### src/rtl/riesgos_pkg.sv
// Shared types and constants for the control_riesgos hazard sequencer.
package riesgos_pkg;

  typedef enum logic [1:0] {
    ST_RUN      = 2'd0,
    ST_FLUSH    = 2'd1,
    ST_MEM_WAIT = 2'd2
  } state_e;

  localparam int REG_W = 4;

  // Encoding placed in a pipeline register when it is cleared to a NOP (addi x0,x0,0).
  localparam logic [31:0] NOP_INSTR = 32'h0000_0013;

endpackage

### src/rtl/contador_sat.sv
// Saturating up-counter: clr restarts the count (at 1 if en is also set),
// en increments and the value sticks at all-ones.
module contador_sat #(
  parameter int W = 8
) (
  input  logic         clk,
  input  logic         reset,
  input  logic         clr,
  input  logic         en,
  output logic [W-1:0] cnt
);

  logic [W-1:0] cnt_q;
  logic [W-1:0] cnt_d;

  // Next count: restart, saturating increment, or hold.
  always_comb begin
    cnt_d = cnt_q;
    if (clr) begin
      cnt_d = en ? W'(1) : '0;
    end else if (en && (cnt_q != {W{1'b1}})) begin
      cnt_d = cnt_q + W'(1);
    end else begin
      cnt_d = cnt_q;
    end
  end

  // Count register.
  always_ff @(posedge clk) begin
    if (reset) begin
      cnt_q <= '0;
    end else begin
      cnt_q <= cnt_d;
    end
  end

  assign cnt = cnt_q;

endmodule

### src/rtl/control_riesgos.sv
// Pipeline hazard sequencer: load-use stalls, branch flushes and memory-wait freeze.
// Optional PERF_CNT_EN builds the saturating stall/flush performance counters.
module control_riesgos #(
  parameter int REG_W       = riesgos_pkg::REG_W,
  parameter int FLUSH_CYC   = 2,
  parameter int MEM_TIMEOUT = 255,
  parameter int CNT_W       = 16
) (
  input  logic             clk,
  input  logic             reset,
  input  logic [REG_W-1:0] Ra_Dec,
  input  logic             RE_A_Dec,
  input  logic [REG_W-1:0] Rb_Dec,
  input  logic             RE_B_Dec,
  input  logic [REG_W-1:0] Robj_Reg_Exe,
  input  logic             WE_Reg_Exe,
  input  logic             mem_RE_Reg_Exe,
  input  logic             branch_taken_Exe,
  input  logic             mem_req,
  input  logic             mem_ack,
  output logic             stall_PC,
  output logic             stall_Dec,
  output logic             flush_Dec,
  output logic             bubble_Exe,
  output logic             freeze_all,
  output logic             mem_error,
  output logic [CNT_W-1:0] stall_cnt,
  output logic [CNT_W-1:0] flush_cnt
);

  import riesgos_pkg::*;

  localparam int FC_W = (FLUSH_CYC > 1) ? $clog2(FLUSH_CYC + 1) : 1;
  localparam int TO_W = $clog2(MEM_TIMEOUT + 1);
  localparam logic [FC_W-1:0] FC_INIT  = FC_W'(FLUSH_CYC - 1);
  localparam logic [TO_W-1:0] TO_LIMIT = TO_W'(MEM_TIMEOUT);

  state_e          state_q, state_d;
  state_e          ret_q, ret_d;
  state_e          act_s;
  logic [FC_W-1:0] fcnt_q, fcnt_d;
  logic            mem_error_q, mem_error_d;
  logic [TO_W-1:0] to_cnt_s;
  logic            to_clr_s, to_en_s;
  logic            lu_s, pend_s;
  logic            stall_pc_s, stall_dec_s, flush_dec_s, bubble_exe_s, freeze_all_s;

  assign lu_s = mem_RE_Reg_Exe & WE_Reg_Exe &
                ((RE_A_Dec & (Ra_Dec == Robj_Reg_Exe)) |
                 (RE_B_Dec & (Rb_Dec == Robj_Reg_Exe)));
  assign pend_s = mem_req & ~mem_ack;

  // The ack cycle of a memory wait is decoded as the state it returns to.
  always_comb begin
    act_s = state_q;
    if ((state_q == ST_MEM_WAIT) && mem_ack) begin
      act_s = ret_q;
    end else begin
      act_s = state_q;
    end
  end

  // Next state and hazard outputs; memory wait outranks flush, flush outranks load-use.
  always_comb begin
    state_d      = state_q;
    ret_d        = ret_q;
    fcnt_d       = fcnt_q;
    mem_error_d  = mem_error_q;
    to_clr_s     = 1'b1;
    to_en_s      = 1'b0;
    stall_pc_s   = 1'b0;
    stall_dec_s  = 1'b0;
    flush_dec_s  = 1'b0;
    bubble_exe_s = 1'b0;
    freeze_all_s = 1'b0;
    case (act_s)
      ST_RUN: begin
        if (pend_s) begin
          freeze_all_s = 1'b1;
          state_d      = ST_MEM_WAIT;
          ret_d        = ST_RUN;
          to_en_s      = 1'b1;
        end else if (branch_taken_Exe) begin
          flush_dec_s  = 1'b1;
          bubble_exe_s = 1'b1;
          if (FLUSH_CYC > 1) begin
            state_d = ST_FLUSH;
            fcnt_d  = FC_INIT;
          end else begin
            state_d = ST_RUN;
            fcnt_d  = '0;
          end
        end else if (lu_s) begin
          stall_pc_s   = 1'b1;
          stall_dec_s  = 1'b1;
          bubble_exe_s = 1'b1;
          state_d      = ST_RUN;
        end else begin
          state_d = ST_RUN;
        end
      end
      ST_FLUSH: begin
        if (pend_s) begin
          freeze_all_s = 1'b1;
          state_d      = ST_MEM_WAIT;
          ret_d        = ST_FLUSH;
          to_en_s      = 1'b1;
        end else begin
          flush_dec_s  = 1'b1;
          bubble_exe_s = 1'b1;
          if (fcnt_q <= FC_W'(1)) begin
            state_d = ST_RUN;
            fcnt_d  = '0;
          end else begin
            state_d = ST_FLUSH;
            fcnt_d  = fcnt_q - FC_W'(1);
          end
        end
      end
      ST_MEM_WAIT: begin
        to_clr_s = 1'b0;
        if (to_cnt_s >= TO_LIMIT) begin
          mem_error_d = 1'b1;
          state_d     = ST_RUN;
          fcnt_d      = '0;
        end else begin
          freeze_all_s = 1'b1;
          to_en_s      = 1'b1;
          state_d      = ST_MEM_WAIT;
        end
      end
      default: begin
        state_d = ST_RUN;
        ret_d   = ST_RUN;
        fcnt_d  = '0;
      end
    endcase
  end

  // Sequencer state registers.
  always_ff @(posedge clk) begin
    if (reset) begin
      state_q     <= ST_RUN;
      ret_q       <= ST_RUN;
      fcnt_q      <= '0;
      mem_error_q <= 1'b0;
    end else begin
      state_q     <= state_d;
      ret_q       <= ret_d;
      fcnt_q      <= fcnt_d;
      mem_error_q <= mem_error_d;
    end
  end

  contador_sat #(.W(TO_W)) u_timeout (
    .clk   (clk),
    .reset (reset),
    .clr   (to_clr_s),
    .en    (to_en_s),
    .cnt   (to_cnt_s)
  );

  assign stall_PC   = stall_pc_s   & ~reset;
  assign stall_Dec  = stall_dec_s  & ~reset;
  assign flush_Dec  = flush_dec_s  & ~reset;
  assign bubble_Exe = bubble_exe_s & ~reset;
  assign freeze_all = freeze_all_s & ~reset;
  assign mem_error  = mem_error_q  & ~reset;

`ifdef PERF_CNT_EN
  logic [CNT_W-1:0] stall_cnt_s, flush_cnt_s;

  contador_sat #(.W(CNT_W)) u_stall_cnt (
    .clk   (clk),
    .reset (reset),
    .clr   (1'b0),
    .en    (stall_PC | freeze_all),
    .cnt   (stall_cnt_s)
  );

  contador_sat #(.W(CNT_W)) u_flush_cnt (
    .clk   (clk),
    .reset (reset),
    .clr   (1'b0),
    .en    (flush_Dec),
    .cnt   (flush_cnt_s)
  );

  assign stall_cnt = reset ? '0 : stall_cnt_s;
  assign flush_cnt = reset ? '0 : flush_cnt_s;
`else
  assign stall_cnt = '0;
  assign flush_cnt = '0;
`endif

endmodule

### config.mk
export PLATFORM = sky130hd
export DESIGN_NAME = control_riesgos
export DESIGN_NICKNAME = d
export VERILOG_FILES = /design/src/rtl/riesgos_pkg.sv /design/src/rtl/contador_sat.sv /design/src/rtl/control_riesgos.sv
export SDC_FILE = /design/constraint.sdc
export NUM_CORES = 1
export LEC_CHECK = 0
export BUFFER_PORTS_ARGS = -buffer_cell sky130_fd_sc_hd__clkbuf_2
export CORE_UTILIZATION = 44
export CTS_CLUSTER_DIAMETER = 120
export CTS_CLUSTER_SIZE = 28
export DETAILED_ROUTE_END_ITERATION = 16
export MAX_ROUTING_LAYER = met4
export PLACE_DENSITY = 0.84
export SKIP_CTS_REPAIR_TIMING = 1
export SLEW_MARGIN = 20
export SYNTH_ARGS = -nofsm -noshare
export SYNTH_HDL_FRONTEND = slang
export SYNTH_SLANG_ARGS = --single-unit
### constraint.sdc
create_clock -name clk -period 1.8 [get_ports clk]
set_input_delay 0.09 -clock clk [delete_from_list [all_inputs] [get_ports clk]]
set_output_delay 0.09 -clock clk [all_outputs]
set_load 0.05 [all_outputs]
Word-level counts from Yosys, hierarchy flattened
Index checks and enable logic that the tools add are counted.

$add $sub $neg: 2. Magnitude comparators: 2. Equality and inequality tests: 13. Muxes and demuxes: 33. Bitwise gates (word level): 14. Reduce and logical (&&, ||, !) cells: 7.

Operators by type and width (number): 2-to-1 mux 2 bit (11); one-hot mux 2 bit (3 select lines) (3); 2-to-1 mux 8 bit (2); 2-to-1 mux 1 bit (14); != test 2 bit, second input constant (6); AND 1 bit (10); adder 8 x 1 -> 8 bit, second input constant (1); == test 4 bit (2); >= comparator 8 bit, second input constant (1); != test 8 bit, second input constant (1); one-hot mux 1 bit (2 select lines) (3); == test 2 bit, second input constant (2); AND reduction 4 bit (1); NOT 1 bit (3); AND reduction 3 bit (1); == test 2 x 1 -> 1 bit, second input constant (1); less-or-equal comparator 2 x 1 -> 1 bit, second input constant (1); logical AND 1 bit (2); logical NOT 2 bit (1); != test 2 x 1 -> 1 bit, second input constant (1); AND reduction 2 bit (1); OR reduction 2 bit (1); subtractor 2 x 1 -> 2 bit, second input constant (1); bitwise OR 1 bit (1).

Register bits: 15. Output and inout bits: 38. Logic and storage cells: 76.

Longest topological paths before layout
Gate-level depths: netlist of the first run.

Word-level depth: 9. Depth in mapped cells: 6.

Hierarchy
From an unflattened synthesis of the first run, not the netlist that was laid out.

Cells, all modules: 152. Area total of the unflattened synthesis: 1179.9 um2.

By module, submodules not included: control_riesgos (instances 1, cells an instance 99, area an instance 735.7 um2, seq. area each 120.1 um2); contador_sat (instances 1, cells an instance 53, area an instance 444.2 um2, seq. area each 160.2 um2).

Worst setup path before layout of the first run
OpenSTA, ideal clock, no wires.

Kind: flip-flop to output port. From: reg state_q[0]. To: out stall_PC. Arrival time: 2.488 ns. Data required time: 1.710 ns. Slack: -0.778 ns. Stages on the path, launching flop included: 7. Path through: dfxtp_1 -> nand2b_2 -> o21ai_1 -> nand2b_1 -> a211o_1 -> nor3_1 -> buf_4.

Word-level cells in the longest chain between the ends: 6.

Ends and longest elaborated chain: start, declared (line control_riesgos.sv:38) `state_e state_q, state_d;`; start signal, assigned (line control_riesgos.sv:148) `state_q <= state_d;`; == test 2 bit (line control_riesgos.sv:56) `if ((state_q == ST_MEM_WAIT) && mem_ack) begin`; logical AND 1 bit (line control_riesgos.sv:56); 2-to-1 mux 2 bit (*) (line control_riesgos.sv:56); logical NOT 2 bit (*); 2-to-1 mux 1 bit (*); AND 1 bit (*); end, declared (line control_riesgos.sv:21) `output logic stall_PC,`.

Mark *: on every way between the ends. The rest lies on a longest branch, timed or not.

Final worst setup path of the first run
From: reg u_timeout.cnt_q[4], in the netlist u_timeout.cnt[4]. To: out freeze_all.

Word-level cells in the longest chain between the ends: 4.

Ends and longest elaborated chain: start, declared (line contador_sat.sv:13) `logic [W-1:0] cnt_q;`; start signal, assigned (line contador_sat.sv:33) `cnt_q <= cnt_d;`; >= comparator 8 bit (line control_riesgos.sv:122) `if (to_cnt_s >= TO_LIMIT) begin`; 2-to-1 mux 1 bit (line control_riesgos.sv:122); one-hot mux 1 bit (2 select lines) (line control_riesgos.sv:76) `case (act_s)`; AND 1 bit (line control_riesgos.sv:167) `assign freeze_all = freeze_all_s & ~reset;`; end, declared (line control_riesgos.sv:25) `output logic freeze_all,`.

No other way between the ends.

==> flow_summary_export.csv, run 1 <==
group,metric,value,unit
synth,synth_cell_types,34,
pwr,irDropWorstVdd,0.335,mV
global_routing,gr-usage-all-layers,0.160,
timing,min_period,1.72,ns
synth,yosysSeqAreaShare,0.259,
timing,clock.fmax,581,MHz
synth,ys_ff_latch,14,
timing,final.setup.worst_slack,0.0784,ns
clock_tree,path_clk_slew,0.08,ns
place,gp_congestion,0.768,
route,vias_per_cell,4.69,
setup_path,critPathTopFamily,"simple AND/OR/NAND/NOR gates",
setup_path,crit_arrival,1.63,ns
synth,syn_area_per_cell,8.45,µm²
route,drc,0,
global_routing,gr-total-overflow,0,
final_layout,drive_gt1_frac,0.286,
clock_tree,clk_latency,0.27,ns
setup_path,reg2reg_to,"fcnt_q[0]",
place,pre_cts_slack,0.230,ns
final_layout,antenna_cells,0,
outcome,status,"finished clean",
clock_tree,cts-htree-levels,1,
setup_path,critPathMaxFanout,8,
setup_path,cp_slowest_stage_delay,0.40,ns
min_path,hold_end,"fcnt_q[0]",
timing,hold_violations,0,
setup_path,required,1.71,ns
timing,skew,0.00359,ns
clock_tree,clk_path_buf_depth,2,
setup_path,start_kind,"flip-flop",
setup_path,crit_buf_inv,1,
setup_path,cp_cell_sequence,"and4_4 > nand4_4 > a21oi_2 > nor2_1 > buf_2",
timing,finalSetupViolCount,0,
place,port_buffers,26,
route,wl,1850,µm
die,die_area,2660,µm²
global_routing,grt_max_degree,10,
die,num_rows,17,
route,postRouteAntennaNets,0,
route,wire_per_inst,10.1,µm
setup_path,r2r_cells,5,
setup_path,r2r_start,"u_timeout.cnt[4]",
setup_path,critical_path.slowest_cell,"dfxtp_1",
setup_path,crit_type,"flip-flop to output port",
die,ios,59,
route,drtIter0Drc,13,
synth,yosys_warnings,0,
route,vias,854,
final_layout,stdcell_area,1160,µm²
clock_tree,cts_sinks,14,
global_routing,grt_pass1_vias,803,
synth,netlist_instances,128,
timing,slew_viol_final,0,
die,dieHeight,51.6,µm
timing,period_share,0.956,
timing,finalSetupTns,0,ns
global_routing,antenna_found_initial,0,
route,first_pass_iters,4,
setup_path,r2r_slack,0.33,ns
timing,rsz0062_at_grt,"no",
pwr,finalPower,0.000764,W
min_path,hold_class,"input port to flip-flop",
final_layout,nets,178,
global_routing,grt_pass1_wl,3130,µm
die,fp.dieW,51.6,µm
die,start_util,0.479,
synth,synth.cell_area,1080,µm²
final_layout,nFillCells,193,
clock_tree,cts_root_buf,"clkbuf_4",
pwr,power.leakage,0.531,nW
die,core_area,2250,µm²
final_layout,syn_to_final_growth,7.41,%
flow_run,drv_cap,0,
place,hpwl,1480,µm
timing,timing.hold.ws,0.0863,ns
clock_tree,cts-buffers-inserted,3,
min_path,worst_hold_startpoint,"reset",
clock_tree,cts_tree,"done",
setup_path,cp.depth,5,
place,placedInstanceArea,1120,µm²
min_path,hold_path_depth,2,
setup_path,startpoint,"u_timeout.cnt[4]",
pwr,p_per_area,658,nW/µm²
setup_path,cp-end-kind,"output port",
worst max path at each step:
stage | end | slack (ns)
after floorplan | stall_PC | -0.09
after global placement | stall_Dec | 0.29
after detailed placement | stall_PC | 0.23
after CTS | stall_PC | -0.07
after global routing | stall_PC | 0.008
final | freeze_all | 0.08
stage by stage:
step           std cells  utilization
6_report             182        0.515
5_1_grt              182        0.515
4_1_cts              182        0.505
3_5_place_dp         179        0.495
3_3_place_gp         179        0.495
2_1_floorplan        159            -
registers in the layout, indices dropped and copies added, names as in the netlist:
register       count
u_timeout.cnt      8
mem_error_q        1
state_q            2
ret_q              1
fcnt_q             2
cell usage after synthesis (all sizes together):
cell | instances | area, µm²
and2b | 1 | 8.76
a2111oi | 1 | 8.76
o22ai | 1 | 6.26
nor3 | 4 | 20.0
a31o | 1 | 8.76
nand4 | 3 | 33.8
conb | 1 | 3.75
nor2b | 2 | 20.0
a211oi | 2 | 25.0
clkbuf | 2 | 17.5
nand3 | 5 | 25.0
nor2 | 14 | 52.6
buf | 33 | 248
and4 | 1 | 11.3
nor3b | 1 | 12.5
ha | 1 | 12.5
inv | 1 | 3.75
a211o | 1 | 8.76
and3 | 1 | 6.26
xor2 | 9 | 78.8
nand2 | 4 | 15.0
o21bai | 1 | 7.51
xnor2 | 3 | 26.3
dfxtp | 14 | 280
mux2i | 3 | 30.0
o21ai | 3 | 15.0
a41o | 1 | 10.0
nand2b | 8 | 55.1
a21oi | 6 | 30.0
report_power, final:
group / switching, W / internal, W / leakage (nW)
clock: 0.0000944 / 0.0000775 / 0.0138
sequential: 0.00000655 / 0.000316 / 0.114
combinational: 0.000214 / 0.0000550 / 0.403
total: 0.000315 / 0.000449 / 0.531
final cells by class:
cell class	instances	area [µm²]	share of cell area
Inverter	1	3.75	0.00323
Sequential cell	14	282	0.242
Multi-Input combinational cell	109	666	0.573
Clock buffer	3	22.5	0.0194
Tap cell	28	35.0	0.0302
Timing Repair Buffer	27	153	0.131
layer usage:
metal  up-vias  part of all wire  global-route usage
li1        423                 -                   -
met1       383              0.40               0.166
met2        42              0.52               0.292
met3         6             0.054              0.0292
met4         0             0.022              0.0721
met5         -                 0                   -
cell families after synthesis:
| family | after synthesis | share of synthesized area |
|---|---|---|
| adders and majority gates | 1 | 0.0116 |
| AOI/OAI and AO/OA | 17 | 0.111 |
| other | 1 | 0.00347 |
| muxes | 3 | 0.0278 |
| xor gates and xnor gates | 12 | 0.0972 |
| and+or+nand+nor | 44 | 0.241 |
| buffers and inverters | 36 | 0.249 |
| DFF | 14 | 0.259 |
worst register-to-register path: cells and delay by family, from the launching register on:
kind	cells	cell delay [ns]
AO/OA/AOI/OAI	2	0.36
flip-flops	1	0.40
AND/OR/NAND/NOR	3	0.62
cell usage in the layout (no fill, tap or decap), types with 2 or more instances in the layout:
master	Yosys	final
nand2b_1	6	6
clkbuf_2	0	22
nand2b_2	2	2
mux2i_1	3	3
nor2_1	14	14
nor3_1	4	3
dfxtp_1	14	13
nand2_1	4	4
o21ai_1	1	2
a211oi_2	2	2
clkbuf_4	0	4
a21oi_1	6	5
nand4_1	2	2
xor2_1	9	9
nand3_1	5	5
buf_6	0	2
xnor2_1	3	3
conb_1	1	32
(Power assumes the default switching activity.)
==> run 2, diff against run 1 <==
Settings changed: CELL_PAD_IN_SITES_DETAIL_PLACEMENT from default to 0, CELL_PAD_IN_SITES_GLOBAL_PLACEMENT from default to 1, CORE_UTILIZATION 44 to 31, CTS_CLUSTER_DIAMETER 120 to default, PLACE_DENSITY 0.84 to 0.85.
==> flow_summary_export.csv, run 2 (synthesis results as in run 1) <==
group,metric,value,unit
outcome,status,"finished clean",
place,gp_congestion,0.743,
setup_path,r2r_cells,4,
die,dieHeight,61.1,µm
route,drtIter0Drc,13,
global_routing,antenna_found_initial,0,
setup_path,start_kind,"flip-flop",
clock_tree,cts_sinks,14,
clock_tree,cts_tree,"done",
route,wl,1690,µm
clock_tree,path_clk_slew,0.09,ns
final_layout,largest_reg_flops,8,
final_layout,stdcell_area,1200,µm²
pwr,power.leakage,0.546,nW
final_layout,final_cell_mix,"32 x conb_1, 22 x clkbuf_2, 14 x nor2_1",
timing,period_share,0.945,
clock_tree,clk_path_buf_depth,2,
min_path,hold_end,"fcnt_q[0]",
place,port_buffers,26,
global_routing,gr-usage-all-layers,0.0975,
place,hpwl,1370,µm
timing,timing.hold.ws,0.130,ns
route,wire_per_inst,8.38,µm
clock_tree,cts-buffers-inserted,3,
route,postRouteAntennaNets,0,
route,vias_per_cell,4.04,
global_routing,grt_pass1_wl,2670,µm
clock_tree,cts_root_buf,"clkbuf_4",
final_layout,antenna_cells,0,
min_path,hold_class,"input port to flip-flop",
min_path,hold_path_depth,3,
flow_run,drv_cap,0,
min_path,worst_hold_startpoint,"reset",
route,vias,816,
final_layout,nets,179,
die,die_area,3730,µm²
global_routing,grt_pass1_vias,657,
setup_path,reg2reg_to,"u_timeout.cnt[7]",
clock_tree,clk_latency,0.28,ns
global_routing,gr-total-overflow,0,
die,ios,59,
final_layout,drive_gt1_frac,0.288,
setup_path,r2r_slack,0.32,ns
clock_tree,cts-htree-levels,1,
setup_path,required,1.71,ns
die,fp.dieW,61.1,µm
setup_path,critical_path.slowest_cell,"dfxtp_1",
final_layout,layout_commonest_cell,"conb_1",
die,core_area,3340,µm²
setup_path,crit_type,"flip-flop to output port",
timing,min_period,1.70,ns
setup_path,r2r_start,"state_q[1]",
place,placedInstanceArea,1150,µm²
timing,slew_viol_final,0,
timing,clock.fmax,588,MHz
global_routing,grt_max_degree,10,
die,start_util,0.324,
route,drc,0,
timing,skew,0.00309,ns
setup_path,cp_cell_sequence,"and4_4 > nand4_4 > a21oi_2 > nor2_1 > buf_2",
timing,finalSetupViolCount,0,
setup_path,critPathMaxFanout,8,
die,num_rows,21,
route,first_pass_iters,4,
setup_path,cp-end-kind,"output port",
final_layout,syn_to_final_growth,11.2,%
pwr,p_per_area,682,nW/µm²
setup_path,crit_arrival,1.61,ns
pwr,irDropWorstVdd,0.169,mV
setup_path,cp_slowest_stage_delay,0.40,ns
timing,hold_violations,0,
run 2: cell count changes in the layout (fill, tap and decap cells not counted):
| cell | delta |
|---|---|
| ha_1 | +1 |
| clkbuf_8 | +1 |
| buf_4 | +1 |
| ha_2 | -1 |
run 2: report_power, final:
group          internal, W  switching (W)  leakage (nW)
clock             0.000123       0.000106        0.0210
sequential        0.000316     0.00000610         0.114
combinational    0.0000562       0.000212         0.411
run 2: layout make-up:
cell class                      count  area (µm²)
Clock buffer                        4        36.3
Fill cell                         367        2130
Inverter                            1        3.75
Multi-Input combinational cell    109         663
Sequential cell                    14         282
Tap cell                           46        57.6
Timing Repair Buffer               28         160
run 2: worst max-delay path, delay by kind of cell, from the launching register on:
family          cells  cell delay [ns]
compound gates      1             0.19
simple gates        3             0.52
flops               1             0.40
buf+inv             1             0.21
run 2: per-layer routing:
metal	share of wire	GRT usage
met4	0.016	0.0584
met3	0.040	0.00630
met5	0	-
met1	0.50	0.131
met2	0.44	0.143
run 2: metrics by stage:
step           TNS [ns]  std cells  power (W)  setup WS (ns)   util
3_3_place_gp          0        198   0.000596          0.248  0.343
5_1_grt        -0.00503        202   0.000856       -0.00351  0.360
4_1_cts          -0.146        202   0.000828        -0.0739  0.354
3_5_place_dp          0        198   0.000596          0.249  0.343
2_1_floorplan   -0.0893        159   0.000607        -0.0893      -
6_report              0        202   0.000821         0.0997  0.360
run 2: worst max path at each step:
| stage | from | to | slack (ns) | depth (start not counted) |
|---|---|---|---|---|
| after floorplan | state_q[0] | stall_PC | -0.09 | 6 |
| after global placement | state_q[0] | stall_Dec | 0.25 | 6 |
| after detailed placement | state_q[0] | stall_Dec | 0.25 | 6 |
| after CTS | state_q[0] | stall_Dec | -0.07 | 6 |
| after global routing | state_q[0] | stall_PC | -0.004 | 6 |
| final | u_timeout.cnt[4] | freeze_all | 0.1 | 5 |
==> run 3, diff against run 2 <==
Settings changed: PLACE_DENSITY 0.85 to default, PLACE_DENSITY_LB_ADDON from default to 0.1.
==> flow_summary_export.csv, run 3 (synthesis results as in run 1) <==
group,metric,value,unit
clock_tree,clk_path_buf_depth,2,
setup_path,cp_slowest_stage_delay,0.32,ns
route,vias,846,
die,num_rows,21,
pwr,p_per_area,681,nW/µm²
setup_path,r2r_cells,4,
pwr,power.leakage,0.548,nW
clock_tree,cts_tree,"done",
global_routing,grt_max_degree,10,
timing,slew_viol_final,0,
final_layout,nets,180,
setup_path,required,1.71,ns
timing,clock.fmax,589,MHz
final_layout,largest_reg_flops,8,
setup_path,reg2reg_to,"u_timeout.cnt[7]",
clock_tree,cts-htree-levels,1,
setup_path,r2r_start,"state_q[1]",
timing,final.setup.worst_slack,0.102,ns
global_routing,grt_pass1_vias,716,
place,pre_cts_slack,0.212,ns
final_layout,nFillCells,368,
die,die_area,3730,µm²
final_layout,syn_to_final_growth,12.3,%
die,ios,59,
flow_run,drv_cap,0,
global_routing,gr-usage-all-layers,0.110,
setup_path,start_kind,"flip-flop",
min_path,hold_path_depth,3,
clock_tree,clk_latency,0.28,ns
final_layout,final_util,0.364,
route,first_pass_iters,4,
timing,skew,0.00696,ns
die,fp.dieW,61.1,µm
min_path,worst_hold_startpoint,"reset",
pwr,irDropWorstVdd,0.338,mV
timing,hold_violations,0,
outcome,status,"finished clean",
timing,period_share,0.943,
setup_path,crit_type,"flip-flop to output port",
route,vias_per_cell,4.17,
global_routing,antenna_found_initial,0,
final_layout,final_cell_mix,"32 x conb_1, 22 x clkbuf_2, 14 x nor2_1",
clock_tree,cts_sinks,14,
clock_tree,path_clk_slew,0.08,ns
timing,min_period,1.70,ns
route,wl,1820,µm
clock_tree,cts-buffers-inserted,3,
final_layout,drive_gt1_frac,0.306,
final_layout,antenna_cells,0,
setup_path,cp.depth,6,
place,port_buffers,26,
final_layout,layout_commonest_cell,"conb_1",
route,drc,0,
min_path,hold_end,"fcnt_q[0]",
global_routing,gr-total-overflow,0,
setup_path,crit_buf_inv,1,
setup_path,cp-end-kind,"output port",
route,wire_per_inst,8.97,µm
pwr,finalPower,0.000826,W
die,dieHeight,61.1,µm
place,gp_congestion,0.766,
setup_path,critPathTopFamily,"simple AND/OR/NAND/NOR gates",
place,hpwl,1450,µm
setup_path,critPathMaxFanout,3,
setup_path,crit_arrival,1.61,ns
setup_path,critical_path.slowest_cell,"dfxtp_1",
global_routing,grt_pass1_wl,2950,µm
route,postRouteAntennaNets,0,
die,core_area,3340,µm²
setup_path,r2r_slack,0.33,ns
setup_path,cp_cell_sequence,"nand2b_2 > o21ai_1 > nand2b_1 > a211o_1 > nor3_4 > buf_6",
min_path,hold_class,"input port to flip-flop",
timing,finalSetupViolCount,0,
route,drtIter0Drc,14,
die,start_util,0.324,
clock_tree,cts_root_buf,"clkbuf_4",
[run 3: area by class of cell]
cell class                      instances  area (µm²)  share of cell area
Timing Repair Buffer                   29         168               0.138
Sequential cell                        14         283               0.233
Clock buffer                            4        36.3              0.0299
Multi-Input combinational cell        109         666               0.548
Tap cell                               46        57.6              0.0474
Inverter                                1        3.75             0.00309
[run 3: layer usage]
metal | routed length, µm | vias to the layer above | global-route usage
met1 | 914 | 366 | 0.135
met5 | 0 | - | -
met4 | 34 | 0 | 0.0584
met3 | 113 | 4 | 0.0126
li1 | - | 426 | -
met2 | 758 | 50 | 0.175
[run 3: power by group]
part / leakage [nW] / internal, W / switching [W]
Clock: 0.0210 / 0.000123 / 0.000108
Combinational: 0.412 / 0.0000583 / 0.000214
Sequential: 0.115 / 0.000316 / 0.00000628
[run 3: per-stage QoR]
step	cell area, µm²	cells	hold slack (ns)	TNS [ns]
3_3_place_gp	1150	198	0.419	0
2_1_floorplan	1210	159	0.234	-0.0893
3_5_place_dp	1150	198	0.420	0
6_report	1210	203	0.117	0
4_1_cts	1180	202	0.114	-0.263
5_1_grt	1210	203	0.124	-0.00889
[run 3: worst max-delay path by stage]
stage	start	end	slack (ns)
floorplan	state_q[0]	stall_PC	-0.09
global placement	state_q[0]	stall_Dec	0.22
detailed placement	state_q[0]	stall_PC	0.21
CTS	state_q[0]	stall_PC	-0.11
global route	u_timeout.cnt[0]	freeze_all	-0.009
finish	state_q[0]	stall_Dec	0.10
[run 3: tightest hold or removal path: cells and delay by family]
family,cells,cell delay [ns]
AOI/OAI and AO/OA,1,0.04
buffers and inverters,2,0.22
